**src/rtl/change_dispenser.sv**
```systemverilog
//----------------------------------------------------------------------------
// Module      : change_dispenser
// Description : Greedy change payout driver. Latches a 7-bit change amount
//               and emits fixed-width eject pulses for 10/5/2/1 coins with a
//               guaranteed low gap after each, reporting busy/done.
//               Optional per-tube inventory (macro CHANGE_INVENTORY_EN) skips
//               empty tubes and reports a shortfall on `short`.
// Revision    : 1.0 - initial release
//----------------------------------------------------------------------------
`default_nettype none

module change_dispenser #(
  parameter int PULSE_CYCLES = 4,
  parameter int GAP_CYCLES   = 4,
  parameter int STOCK_INIT   = 15
) (
  input  logic       clk,
  input  logic       rst,
  input  logic       start,
  input  logic [6:0] change,
  input  logic       refill,
  output logic       coin10_out,
  output logic       coin5_out,
  output logic       coin2_out,
  output logic       coin1_out,
  output logic       busy,
  output logic       done,
  output logic       short,
  output logic [6:0] remaining
);

  typedef enum logic [2:0] {
    S_IDLE   = 3'd0,
    S_SELECT = 3'd1,
    S_PULSE  = 3'd2,
    S_GAP    = 3'd3,
    S_DONE   = 3'd4
  } state_t;

  localparam int CNT_W = 16;
  localparam logic [CNT_W-1:0] C_PULSE_LAST = CNT_W'(PULSE_CYCLES - 1);
  localparam logic [CNT_W-1:0] C_GAP_LAST   = CNT_W'(GAP_CYCLES - 1);

  state_t           r_state;
  state_t           w_next;
  logic [CNT_W-1:0] r_cnt;
  logic [6:0]       r_remaining;
  logic [3:0]       r_coin;      // {10, 5, 2, 1}
  logic             r_busy;
  logic             r_done;
  logic [3:0]       w_avail;     // tube has at least one coin, {10, 5, 2, 1}
  logic [3:0]       w_pick;      // one-hot chosen denomination
  logic [6:0]       w_pick_val;  // value of the chosen denomination

  // Largest eligible denomination not exceeding the amount still owed
  always_comb begin
    w_pick     = 4'b0000;
    w_pick_val = 7'd0;
    if (r_remaining >= 7'd10 && w_avail[3]) begin
      w_pick     = 4'b1000;
      w_pick_val = 7'd10;
    end else if (r_remaining >= 7'd5 && w_avail[2]) begin
      w_pick     = 4'b0100;
      w_pick_val = 7'd5;
    end else if (r_remaining >= 7'd2 && w_avail[1]) begin
      w_pick     = 4'b0010;
      w_pick_val = 7'd2;
    end else if (r_remaining >= 7'd1 && w_avail[0]) begin
      w_pick     = 4'b0001;
      w_pick_val = 7'd1;
    end
  end

  // Next-state logic
  always_comb begin
    w_next = r_state;
    unique case (r_state)
      S_IDLE:   if (start) w_next = S_SELECT;
      S_SELECT: w_next = (w_pick == 4'b0000) ? S_DONE : S_PULSE;
      S_PULSE:  if (r_cnt == C_PULSE_LAST) w_next = S_GAP;
      S_GAP:    if (r_cnt == C_GAP_LAST) w_next = S_SELECT;
      S_DONE:   w_next = S_IDLE;
      default:  w_next = S_IDLE;
    endcase
  end

  // State register
  always_ff @(posedge clk or posedge rst) begin
    if (rst) r_state <= S_IDLE;
    else     r_state <= w_next;
  end

  // Dwell counter for PULSE/GAP; restarts on every state change
  always_ff @(posedge clk or posedge rst) begin
    if (rst) begin
      r_cnt <= '0;
    end else if (w_next != r_state || !(r_state == S_PULSE || r_state == S_GAP)) begin
      r_cnt <= '0;
    end else begin
      r_cnt <= r_cnt + 1'b1;
    end
  end

  // Registered outputs decoded from the upcoming state so they align with it
  always_ff @(posedge clk or posedge rst) begin
    if (rst) begin
      r_coin <= 4'b0000;
      r_busy <= 1'b0;
      r_done <= 1'b0;
    end else begin
      r_busy <= (w_next != S_IDLE);
      r_done <= (w_next == S_DONE);
      if (w_next == S_PULSE)
        r_coin <= (r_state == S_SELECT) ? w_pick : r_coin;
      else
        r_coin <= 4'b0000;
    end
  end

  // Amount owed: loaded on accepted start, reduced as each coin is chosen
  always_ff @(posedge clk or posedge rst) begin
    if (rst) begin
      r_remaining <= 7'd0;
    end else if (r_state == S_IDLE && start) begin
      r_remaining <= change;
    end else if (r_state == S_SELECT) begin
      r_remaining <= r_remaining - w_pick_val;
    end
  end

`ifdef CHANGE_INVENTORY_EN
  localparam logic [3:0] C_STOCK_INIT = 4'(STOCK_INIT);

  logic r_short;

  genvar g;
  generate
    for (g = 0; g < 4; g++) begin : g_tube
      logic [3:0] r_stock;

      // Tube stock: refill overrides a same-cycle decrement
      always_ff @(posedge clk or posedge rst) begin
        if (rst) begin
          r_stock <= C_STOCK_INIT;
        end else if (refill) begin
          r_stock <= C_STOCK_INIT;
        end else if (r_state == S_SELECT && w_pick[g] && r_stock != 4'd0) begin
          r_stock <= r_stock - 4'd1;
        end
      end

      assign w_avail[g] = (r_stock != 4'd0);
    end
  endgenerate

  // Shortfall flag: cleared on accepted start, set when nothing can be paid
  always_ff @(posedge clk or posedge rst) begin
    if (rst) begin
      r_short <= 1'b0;
    end else if (r_state == S_IDLE && start) begin
      r_short <= 1'b0;
    end else if (r_state == S_SELECT && r_remaining != 7'd0 && w_pick == 4'b0000) begin
      r_short <= 1'b1;
    end
  end

  assign short = r_short;
`else
  // Unlimited supply: refill and stock size have no effect
  logic w_unused_ok;
  assign w_unused_ok = refill | (STOCK_INIT == 0);
  assign w_avail     = 4'b1111;
  assign short       = 1'b0;
`endif

  assign {coin10_out, coin5_out, coin2_out, coin1_out} = r_coin;
  assign busy      = r_busy;
  assign done      = r_done;
  assign remaining = r_remaining;

endmodule

`default_nettype wire
```
**config.mk**
```make
export PLATFORM = sky130hd
export DESIGN_NAME = change_dispenser
export DESIGN_NICKNAME = d
export VERILOG_FILES = /design/src/rtl/change_dispenser.sv
export SDC_FILE = /design/constraint.sdc
export NUM_CORES = 1
export LEC_CHECK = 0
export ABC_AREA = 1
export CAP_MARGIN = 20
export CORE_UTILIZATION = 40
export CTS_CLUSTER_SIZE = 40
export DETAILED_ROUTE_END_ITERATION = 8
export PLACE_DENSITY = 0.59
export SETUP_SLACK_MARGIN = 0.15
export SYNTH_ARGS = -nofsm -noshare
export SYNTH_HDL_FRONTEND = slang
export SYNTH_SLANG_ARGS = --single-unit
```
**constraint.sdc**
```tcl
create_clock -name clk -period 5.15 [get_ports clk]
set_clock_uncertainty 0.2 [all_clocks]
set_input_delay 0.7725 -clock clk [delete_from_list [all_inputs] [get_ports clk]]
set_output_delay 0.7725 -clock clk [all_outputs]
set_load 0.01 [all_outputs]
```
# Word level (Yosys, flattened, before mapping)
# Index checks and enable logic that the tools add are counted.
[word_totals]
reg_bits = 32
n_memories = 0
rom_bits = 0
latchBits = 0
ram_bits = 0
out_inout_bits = 14
[classes]
n_reduce_logical = 8
div_mod_pow = 0
add_sub_neg = 2
magnitude_cmp = 4
n_shift = 0
n_mul = 0
n_eq_ne = 8
mux = 18
n_bitwise = 0
[op_table]
columns = ["op", "count"]
rows = [
  ["7-bit two-way mux", 3],
  ["16-bit by 1-bit adder with 16-bit output (second input constant)", 1],
  ["16-bit by 2-bit equality test with 1-bit output (second input constant)", 1],
  ["16-bit two-way mux", 1],
  ["4-bit two-way mux", 4],
  ["3-bit two-way mux", 5],
  ["3-bit case mux with 4 select lines", 1],
  ["3-bit by 2-bit equality test with 1-bit output (second input constant)", 3],
  ["7-bit by 1-bit >= comparator with 1-bit output (second input constant)", 1],
  ["7-bit by 2-bit >= comparator with 1-bit output (second input constant)", 1],
  ["7-bit by 3-bit >= comparator with 1-bit output (second input constant)", 1],
  ["7-bit by 4-bit >= comparator with 1-bit output (second input constant)", 1],
  ["7-bit subtractor", 1],
  ["4-bit logical NOT", 1],
  ["2-bit two-way mux", 2],
  ["3-bit by 1-bit equality test with 1-bit output (second input constant)", 1],
  ["3-bit equality test (second input constant)", 1],
  ["3-bit logical NOT", 1],
  ["3-bit != test", 1],
  ["3-bit nonzero test", 1],
  ["1-bit logical OR", 2],
  ["1-bit two-way mux", 2],
  ["2-bit by 1-bit != test with 1-bit output (second input constant)", 1],
  ["2-bit nonzero test", 1],
  ["2 further kinds", 2],
]

# Logic depth before layout (Yosys ltp)
# Gate-level depths: netlist (run 1).
[depth]
word_depth = 11
mapped_depth = 15

# Worst setup path before layout (run 1)
# Ideal clock, no wire load.
[synth_path]
path_kind = "register to register"
from = "reg r_remaining[5], in the netlist remaining[5]"
to = "reg r_remaining[6], in the netlist remaining[6]"
arrival_ns = 1.997
setup_slack_ns = 2.837
period_less_slack_ns = 2.313
stages_incl_launch_ff = 15
required_ns = 4.834
path_cell_list = "dfrtp_1 -> nor2_1 -> nand3_1 -> inv_1 -> nand2_1 -> o21ai_0 -> inv_1 -> ha_1 -> fa_1 -> inv_1 -> nand4_1 -> nand3b_1 -> nand3_1 -> nand2_1 -> nand2_1"
[synth_between]
elab_chain_len = 8
elab_cells_between_ends = 11
cone_classes = "add/sub (1); order compare (4); mux (6)"
[synth_lines]
columns = ["element", "line", "source"]
rows = [
  ["start, declared", "47", "logic [6:0] r_remaining;"],
  ["start signal, assigned", "125", "r_remaining <= change;"],
  ["start signal, assigned", "127", "r_remaining <= r_remaining - w_pick_val;"],
  ["7-bit by 1-bit >= comparator with 1-bit output", "68", "end else if (r_remaining >= 7'd1 && w_avail[0]) begin"],
  ["1-bit two-way mux", "68", ""],
  ["2-bit two-way mux", "65", "end else if (r_remaining >= 7'd2 && w_avail[1]) begin"],
  ["3-bit two-way mux", "62", "end else if (r_remaining >= 7'd5 && w_avail[2]) begin"],
  ["7-bit two-way mux", "59", "if (r_remaining >= 7'd10 && w_avail[3]) begin"],
  ["7-bit subtractor *", "127", ""],
  ["7-bit two-way mux *", "126", "end else if (r_state == S_SELECT) begin"],
  ["7-bit two-way mux *", "124", "end else if (r_state == S_IDLE && start) begin"],
]
# Mark *: on every way between the ends. The rest lies on a longest branch, timed or not. The select of a mux whose other input is x is not followed.
# A chain may end at the register's enable or synchronous reset.

# Final worst setup path (run 1)
[layout_path]
from = "reg r_remaining[6], in the netlist remaining[6]"
to = "reg r_remaining[6], in the netlist remaining[6]"
# The elaborated chain is that of the path after synthesis.

==> metrics.yaml, run 1 <==
floorplan:
  ios: 25
  coreArea_sq_um: 4755
  fp.dieW_um: 72.46
  fp-row-count: 25
  dieArea_sq_um: 5250
  die_h_um: 72.46
  start_util: 0.4176
global_routing:
  overflow: 0
  grt_pass1_vias: 1585
  grt_max_degree: 33
  grt_pass1_wl_um: 6982
  grt_use_total: 0.1754
  antenna_found_initial: 0
yosys:
  syn_area_sq_um: 1986
  yosysSeqAreaShare: 0.4033
  yosysTopAreaCell: "dfrtp_1"
  syn_inst: 274
  ys_ff_latch: 32
  avgSynthCellArea_sq_um: 7.247
  yosys_warnings: 0
  synth.distinct_cells: 32
  synth.top_cell.area_share: 0.4033
  synth.area.top_cells: "dfrtp_1, nand2_1, nor2_1, inv_1, nand3_1"
  synth_fp_nets: 291
power_and_ir_drop:
  p_sw_mw: 0.5185
  power_frac_seq: 0.316
  p_leak_nw: 1.152
  peakVddDrop_uv: 227.9
  p_int_mw: 0.6512
  swShare: 0.4433
  pwr-share-clk: 0.166
  power_density_nw_per_um2: 496.0
  pwr-share-comb: 0.518
min_path:
  min_to: "r_cnt[0]"
  worstHoldStart: "r_cnt[0]"
  hp-class: "register to register"
  hold_depth: 1
clock_tree:
  clockRootBuffer: "clkbuf_8"
  numClockSinks: 32
  ctsResizeCount: 0
  clk_latency_ns: 0.29
  post_cts_buffers: 0
  ctsHoldBuffers: 0
  htree_levels: 2
  cts_max_path_buffers: 2
  numCtsBuffers: 5
  tritoncts: "built"
  clkTransAtPathRegs_ns: 0.07
timing:
  tightest_slew_ns: 0.5316
  drv_slew: 0
  rsz0062_at_grt: "no"
  relSlewSlack: 0.6446
  finalSetupTns_ns: 0
  hold_viol: 0
  setup_violations: 0
  max_freq_mhz: 381.3
  min_period_over_period: 0.5092
  whs_ns: 0.2766
  timing.final.ws_setup_ns: 2.528
  finalCriticalPeriod_ns: 2.622
worst_setup_path:
  reg2regPathDepth: 14
  end_kind: "register"
  critPathMaxStageDelay_ns: 0.42
  cp.depth: 14
  rr_startpoint: "remaining[6]"
  r2r_end: "remaining[6]"
  rrSetupSlack_ns: 2.53
  crit_type: "register to register"
  path_cells: "nor2_1 > nand3_1 > inv_1 > nand2_1 > o21ai_0 > inv_1 > ha_1 > fa_1 > inv_1 > nand4_1 > nand3b_1 > nand3_1 > nand2_1 > nand2_1"
  cp-start-kind: "register"
  crit_required_ns: 5.13
  slowest_stage: "dfrtp_1"
  critPathArrivalTime_ns: 2.60
  path_max_fanout: 5
  critPathTopFamily: "simple AND/OR/NAND/NOR gates"
  crit_buf_inv: 3
routing:
  dr_total_vias: 1727
  drt.antenna.violating_nets: 0
  avgRoutedWirePerCell_um: 11.08
  drt_first_pass_iters: 4
  drt_wl_total_um: 4088
  drc: 0
  drtIter0Drc: 72
  via_per_inst: 4.680
layout:
  drive_gt1_frac: 0.09603
  area_growth_pct: 18.78
  nets: 318
  final_cell_mix: "nand2_1, nor2_1, inv_1, dfrtp_1, clkdlybuf4s50_1"
  antenna-diode-count: 0
  mostFrequentLayoutCell: "nand2_1"
flow_run:
  max-cap-violations: 0
placed_design:
  routabilityCongestion: 0.8627
  io_buffers: 22
  place_hpwl_um: 3096
  place_ws_ns: 2.543
status:
  status: "completed"
[registers in the layout, indices dropped and copies added (netlist names)]
name	flops
done	1
r_cnt	16
busy	1
r_state	3
remaining	7
r_coin	4
[layout make-up]
cell class,instances,area (sq um)
repair buffers,23,227.7
flip-flops and latches,32,800.8
fillers,504,2396
clock inverters,3,18.77
inverters,44,165.2
well taps,67,83.83
clock buffers,5,68.82
multi-input cells,195,993.5
[per-layer routing]
metal,wire (um),global-route usage,share of wire,vias up
met5,0,0,0,-
met4,35,0.07190,0.0086,0
met3,129,0.03333,0.032,4
met2,1906,0.2845,0.47,28
met1,2017,0.2298,0.49,783
li1,-,-,-,912
[through the flow]
stage / area (sq um) / power (mW) / instances / util
after detailed placement: 2271 / 0.9811 / 361 / 0.4776
after floorplan: 1986 / 0.8094 / 274 / -
after global routing: 2359 / 1.283 / 369 / 0.4961
final: 2359 / 1.170 / 369 / 0.4961
after global placement: 2271 / 0.9803 / 361 / 0.4776
after CTS: 2359 / 1.184 / 369 / 0.4961
[synthesized netlist by cell type]
cell and instances:
o21ai_1 2, inv_2 3, inv_1 41, conb_1 1, nand2_2 3, xnor2_1 1, nand2_1 67, nor3b_1 3
ha_1 5, nand3b_1 1, buf_4 2, a21oi_4 1, o21bai_1 1, xor2_1 4, nand3_1 19, nor2_1 44
nand2_4 2, nor2_4 1, dfrtp_1 32, a31oi_1 1, nand4_1 5, o211ai_1 1, o21ai_0 9, a21oi_1 3
nor3_1 6, o221ai_1 2, nor2_2 8, fa_1 1, buf_6 1, or2_0 1, nand3_2 2, o22ai_1 1
[power by group through the flow]
stage / clock (mW) / sequential [mW] / combinational (mW)
detailed placement: 0 / 0.374 / 0.607
global placement: 0 / 0.374 / 0.606
global route: 0.213 / 0.379 / 0.691
floorplan: 0 / 0.379 / 0.430
CTS: 0.204 / 0.369 / 0.610
finish: 0.194 / 0.370 / 0.606
[logic make-up after synthesis]
kind of cell	after synthesis	synth area share
compound gates	21	0.06617
xor+xnor	5	0.02205
fa+ha+maj	6	0.04159
buf+inv	47	0.09641
flops	32	0.4033
other cells	1	0.001889
simple gates	162	0.3686
[worst max path at each step]
stage,startpoint,endpoint,slack (ns)
6_report,remaining[6],remaining[6],2.53
3_3_place_gp,remaining[5],remaining[6],2.53
4_1_cts,remaining[6],remaining[6],2.52
2_1_floorplan,remaining[5],remaining[6],2.84
3_5_place_dp,remaining[5],remaining[6],2.54
5_1_grt,remaining[5],remaining[6],2.33
Note: power is estimated with default switching activity, not from simulation.
==> run 2: changes to the inputs <==
clock period = 2.62 ns   (was 5.15 ns; I/O delays follow)
==> run 2 against run 1 <==
Combinational power is 110% higher. Largest cell class unchanged. Worst hold slack worse by 0.0087 ns. Non-clock buffer count is 5 higher. Wire length is 1.6% lower. Sequential power is 89% higher. Register-to-register slack worse by 2.2 ns.
==> metrics.yaml, run 2 (synthesized netlist as in run 1, its figures left out) <==
status:
  status: "completed"
clock_tree:
  cts_max_path_buffers: 2
  numCtsBuffers: 5
  numClockSinks: 32
  htree_levels: 2
  post_cts_buffers: 0
  clockRootBuffer: "clkbuf_8"
  clk_latency_ns: 0.28
  tritoncts: "built"
  clkTransAtPathRegs_ns: 0.07
worst_setup_path:
  cp-start-kind: "register"
  critPathMaxStageDelay_ns: 0.39
  critPathTopFamily: "simple AND/OR/NAND/NOR gates"
  crit_buf_inv: 3
  end_kind: "register"
  crit_type: "register to register"
  path_cells: "nor2_2 > nand3_2 > inv_1 > nand2_1 > o21ai_1 > inv_1 > ha_1 > fa_2 > inv_1 > nand4_1 > nand3b_1 > nand3_1 > nand2_1 > nand2_1"
  crit_required_ns: 2.59
  slowest_stage: "dfrtp_1"
  critPathArrivalTime_ns: 2.27
  rr_startpoint: "remaining[5]"
  cp-startpoint: "remaining[5]"
  path_max_fanout: 2
global_routing:
  grt_max_degree: 33
  antenna_found_initial: 0
  grt_pass1_vias: 1657
  grt_pass1_wl_um: 7093
  overflow: 0
  grt_use_total: 0.1769
routing:
  wl_met2_um: 1905
  wl_met3_um: 105
  dr_total_vias: 1720
  drt.antenna.violating_nets: 0
  highest_layer: "met4"
  wl_met1_um: 1986
  drt_first_pass_iters: 4
  avgRoutedWirePerCell_um: 10.76
  via_per_inst: 4.599
  drtIter0Drc: 68
  drt_wl_total_um: 4024
  drc: 0
timing:
  hold_viol: 0
  min_period_over_period: 0.8778
  timing.final.ws_setup_ns: 0.3203
  tightest_slew_ns: 0.5088
  setup_violations: 0
  rsz0062_at_grt: "yes"
  finalSetupTns_ns: 0
  whs_ns: 0.2678
  drv_slew: 0
  finalCriticalPeriod_ns: 2.300
  relSlewSlack: 0.6599
  max_freq_mhz: 434.8
floorplan:
  start_util: 0.4176
  ios: 25
  die_h_um: 72.46
  coreArea_sq_um: 4755
  fp-row-count: 25
  dieArea_sq_um: 5250
  fp.dieW_um: 72.46
placed_design:
  placed_cell_area_sq_um: 2308
  place_hpwl_um: 3080
  place_ws_ns: 0.1668
  routabilityCongestion: 0.8164
  io_buffers: 22
  dp.cells: 366
layout:
  fillers: 474
  mostFrequentLayoutCell: "nand2_1"
  largest_reg_flops: 16
  multiInputGateArea_sq_um: 1008
  stdcell_count: 374
  regArea_sq_um: 800.8
  antenna-diode-count: 0
  largest-register: "r_cnt"
  stdcell_area_sq_um: 2411
  drive_gt1_frac: 0.1270
  nets: 323
  area_growth_pct: 21.42
  final_cell_mix: "nand2_1, nor2_1, inv_1, dfrtp_1, clkdlybuf4s50_1"
  finish.utilization: 0.5071
power_and_ir_drop:
  peakVddDrop_uv: 462.9
  power_frac_seq: 0.294
  power_density_nw_per_um2: 985.5
  p_leak_nw: 1.178
  fin_total_pwr_mw: 2.376
  p_sw_mw: 1.039
  pwr-share-clk: 0.158
  p_int_mw: 1.338
  pwr-share-comb: 0.548
  swShare: 0.4371
min_path:
  worstHoldStart: "r_cnt[0]"
  hp-class: "register to register"
flow_run:
  max-cap-violations: 0
## run 2: power groups by stage
stage                     Combinational, mW  Clock, mW  Sequential, mW
after floorplan                       0.846          0           0.745
after global placement                 1.28          0           0.703
after detailed placement               1.28          0           0.704
after CTS                              1.29      0.391           0.694
after global routing                   1.50      0.415           0.713
final                                  1.30      0.376           0.698
## run 2: timing repair
item,CTS,global route
endpoints found under the setup margin,0,5
hold buffers,0,0
resized for setup,0,7
## run 2: worst paths after layout
path	depth (start not counted)	to	slack (ns)
max reg2reg	14	remaining[6]	0.32
min reg2reg	1	r_cnt[0]	0.27
min	1	r_cnt[0]	0.27
max in group asynchronous	3	remaining[5]	1.63
max	14	remaining[6]	0.32
min in group asynchronous	3	r_coin[0]	0.30
## run 2: layer usage
layer | track usage | vias up
met2 | 0.2949 | 23
met4 | 0.06318 | 0
met1 | 0.2219 | 773
li1 | - | 922
met5 | 0 | -
met3 | 0.04444 | 2
## run 2: area by class of cell
class                           instances  area share
Inverter                               44     0.06850
Clock inverter                          3    0.007784
Multi-Input combinational cell        195      0.4183
Tap cell                               67     0.03477
Clock buffer                            5     0.02854
Sequential cell                        32      0.3321
Timing Repair Buffer                   28      0.1100
==> run 3: changes to the inputs <==
CORE_MARGIN = 2   (was default)
GPL_TIMING_DRIVEN = 0   (was default)
==> run 3 against run 2 <==
Non-clock buffer count up 2. Setup slack worse by 0.073 ns. Combinational power up 5%. Global-route usage decreased by 0.22 points. Utilization up 1.8 points. Die area grew 5.6%. Wire length grew 7.3%. Sequential share of layout area shrank 0.97 points. Final cell count grew 0.53%. Largest cell class unchanged.
==> metrics.yaml, run 3 (synthesized netlist as in run 1, its figures left out) <==
timing:
  finalCriticalPeriod_ns: 2.373
  timing.final.ws_setup_ns: 0.2472
  finalSetupTns_ns: 0
  drv_slew: 0
  rsz0062_at_grt: "yes"
  relSlewSlack: 0.5870
  max_freq_mhz: 421.4
  setup_violations: 0
  hold_viol: 0
  min_period_over_period: 0.9057
  tightest_slew_ns: 0.6188
power_and_ir_drop:
  peakVddDrop_uv: 399.5
  p_leak_nw: 1.189
  fin_total_pwr_mw: 2.489
  power_density_nw_per_um2: 997.8
placed_design:
  place_ws_ns: 0.01082
  place_hpwl_um: 3315
  dp.cells: 364
  routabilityCongestion: 0.8329
  io_buffers: 22
layout:
  largest_reg_flops: 16
  largest-register: "r_cnt"
  drive_gt1_frac: 0.1683
  stdcell_count: 376
  mostFrequentLayoutCell: "nand2_1"
  final_cell_mix: "nand2_1, nor2_1, inv_1, dfrtp_1, clkdlybuf4s50_1"
  area_growth_pct: 25.65
  antenna-diode-count: 0
  finish.utilization: 0.5247
  nets: 325
routing:
  drt_first_pass_iters: 4
  drtIter0Drc: 73
  drt.antenna.violating_nets: 0
  avgRoutedWirePerCell_um: 11.49
  drc: 0
  drt_wl_total_um: 4319
  via_per_inst: 4.606
  dr_total_vias: 1732
clock_tree:
  numClockSinks: 32
  clockRootBuffer: "clkbuf_8"
  cts_max_path_buffers: 2
  htree_levels: 2
  numCtsBuffers: 5
  clk_latency_ns: 0.29
  tritoncts: "built"
  clkTransAtPathRegs_ns: 0.07
worst_setup_path:
  crit_required_ns: 2.59
  critPathArrivalTime_ns: 2.35
  end_kind: "register"
  crit_type: "register to register"
  critPathTopFamily: "simple AND/OR/NAND/NOR gates"
  path_cells: "nor2_4 > nand3_4 > inv_2 > nand2_2 > o21ai_2 > inv_2 > ha_4 > fa_2 > inv_2 > nand4_1 > nand3b_1 > nand3_1 > nand2_1 > nand2_1"
  path_max_fanout: 6
  crit_buf_inv: 3
  crit_top_cell: "inv_2"
  critPathMaxStageDelay_ns: 0.45
  cp-start-kind: "register"
  slowest_stage: "dfrtp_2"
floorplan:
  die_h_um: 74.46
  start_util: 0.4176
  ios: 25
  fp-row-count: 25
  dieArea_sq_um: 5544
  coreArea_sq_um: 4755
  fp.dieW_um: 74.46
global_routing:
  grt_use_total: 0.1746
  grt_pass1_vias: 1669
  antenna_found_initial: 0
  overflow: 0
  grt_pass1_wl_um: 7465
  grt_max_degree: 21
status:
  status: "completed"
flow_run:
  max-cap-violations: 0
min_path:
  hp-class: "register to register"
-- run 3: worst paths after layout --
path                       slack [ns]          from      endpoint  cells after the start
max in group asynchronous        1.41           rst  remaining[5]                      3
min reg2reg                      0.26      r_cnt[0]      r_cnt[0]                      1
max reg2reg                      0.25  remaining[5]  remaining[6]                     14
min in group asynchronous        0.28           rst     r_coin[1]                      2
min                              0.26      r_cnt[0]      r_cnt[0]                      1
max                              0.25  remaining[5]  remaining[6]                     14
-- run 3: cell type report --
type,count,area (sq um)
Tap cell,67,83.83
Inverter,44,165.2
Clock buffer,5,68.82
Buffer,3,26.28
Multi-Input combinational cell,195,1050
Clock inverter,3,18.77
Timing Repair Buffer,27,277.8
Fill cell,480,2260
Sequential cell,32,804.5
-- run 3: worst reg2reg max path: cells and delay by family, from the launching register on --
kind	cells	cell delay, ns
simple gates	8	0.70
fa+ha+maj	2	0.57
flops	1	0.45
buf+inv	3	0.19
compound gates	1	0.16
-- run 3: through the flow --
stage / hold WS, ns / area, sq um
floorplan: 0.2300 / 1986
global placement: 0.2508 / 2290
detailed placement: 0.2552 / 2317
CTS: 0.2649 / 2426
global route: 0.3120 / 2495
finish: 0.2567 / 2495
-- run 3: layer usage --
metal / part of all wire / track usage
met3: 0.036 / 0.04743
met5: 0 / 0
met1: 0.49 / 0.2380
met4: 0.021 / 0.05952
met2: 0.45 / 0.2684
-- run 3: timing repair --
item	CTS	global route
pin swaps	0	8
hold endpoints to repair	0	0
gates resized for setup	5	17
buffers inserted	1	3
endpoints found under the setup margin	3	4
hold buffers	0	0
cloned	0	0
-- run 3: report_power, final --
part	switching (mW)	internal [mW]
Sequential	0.126	0.613
Combinational	0.771	0.600
Clock	0.195	0.185
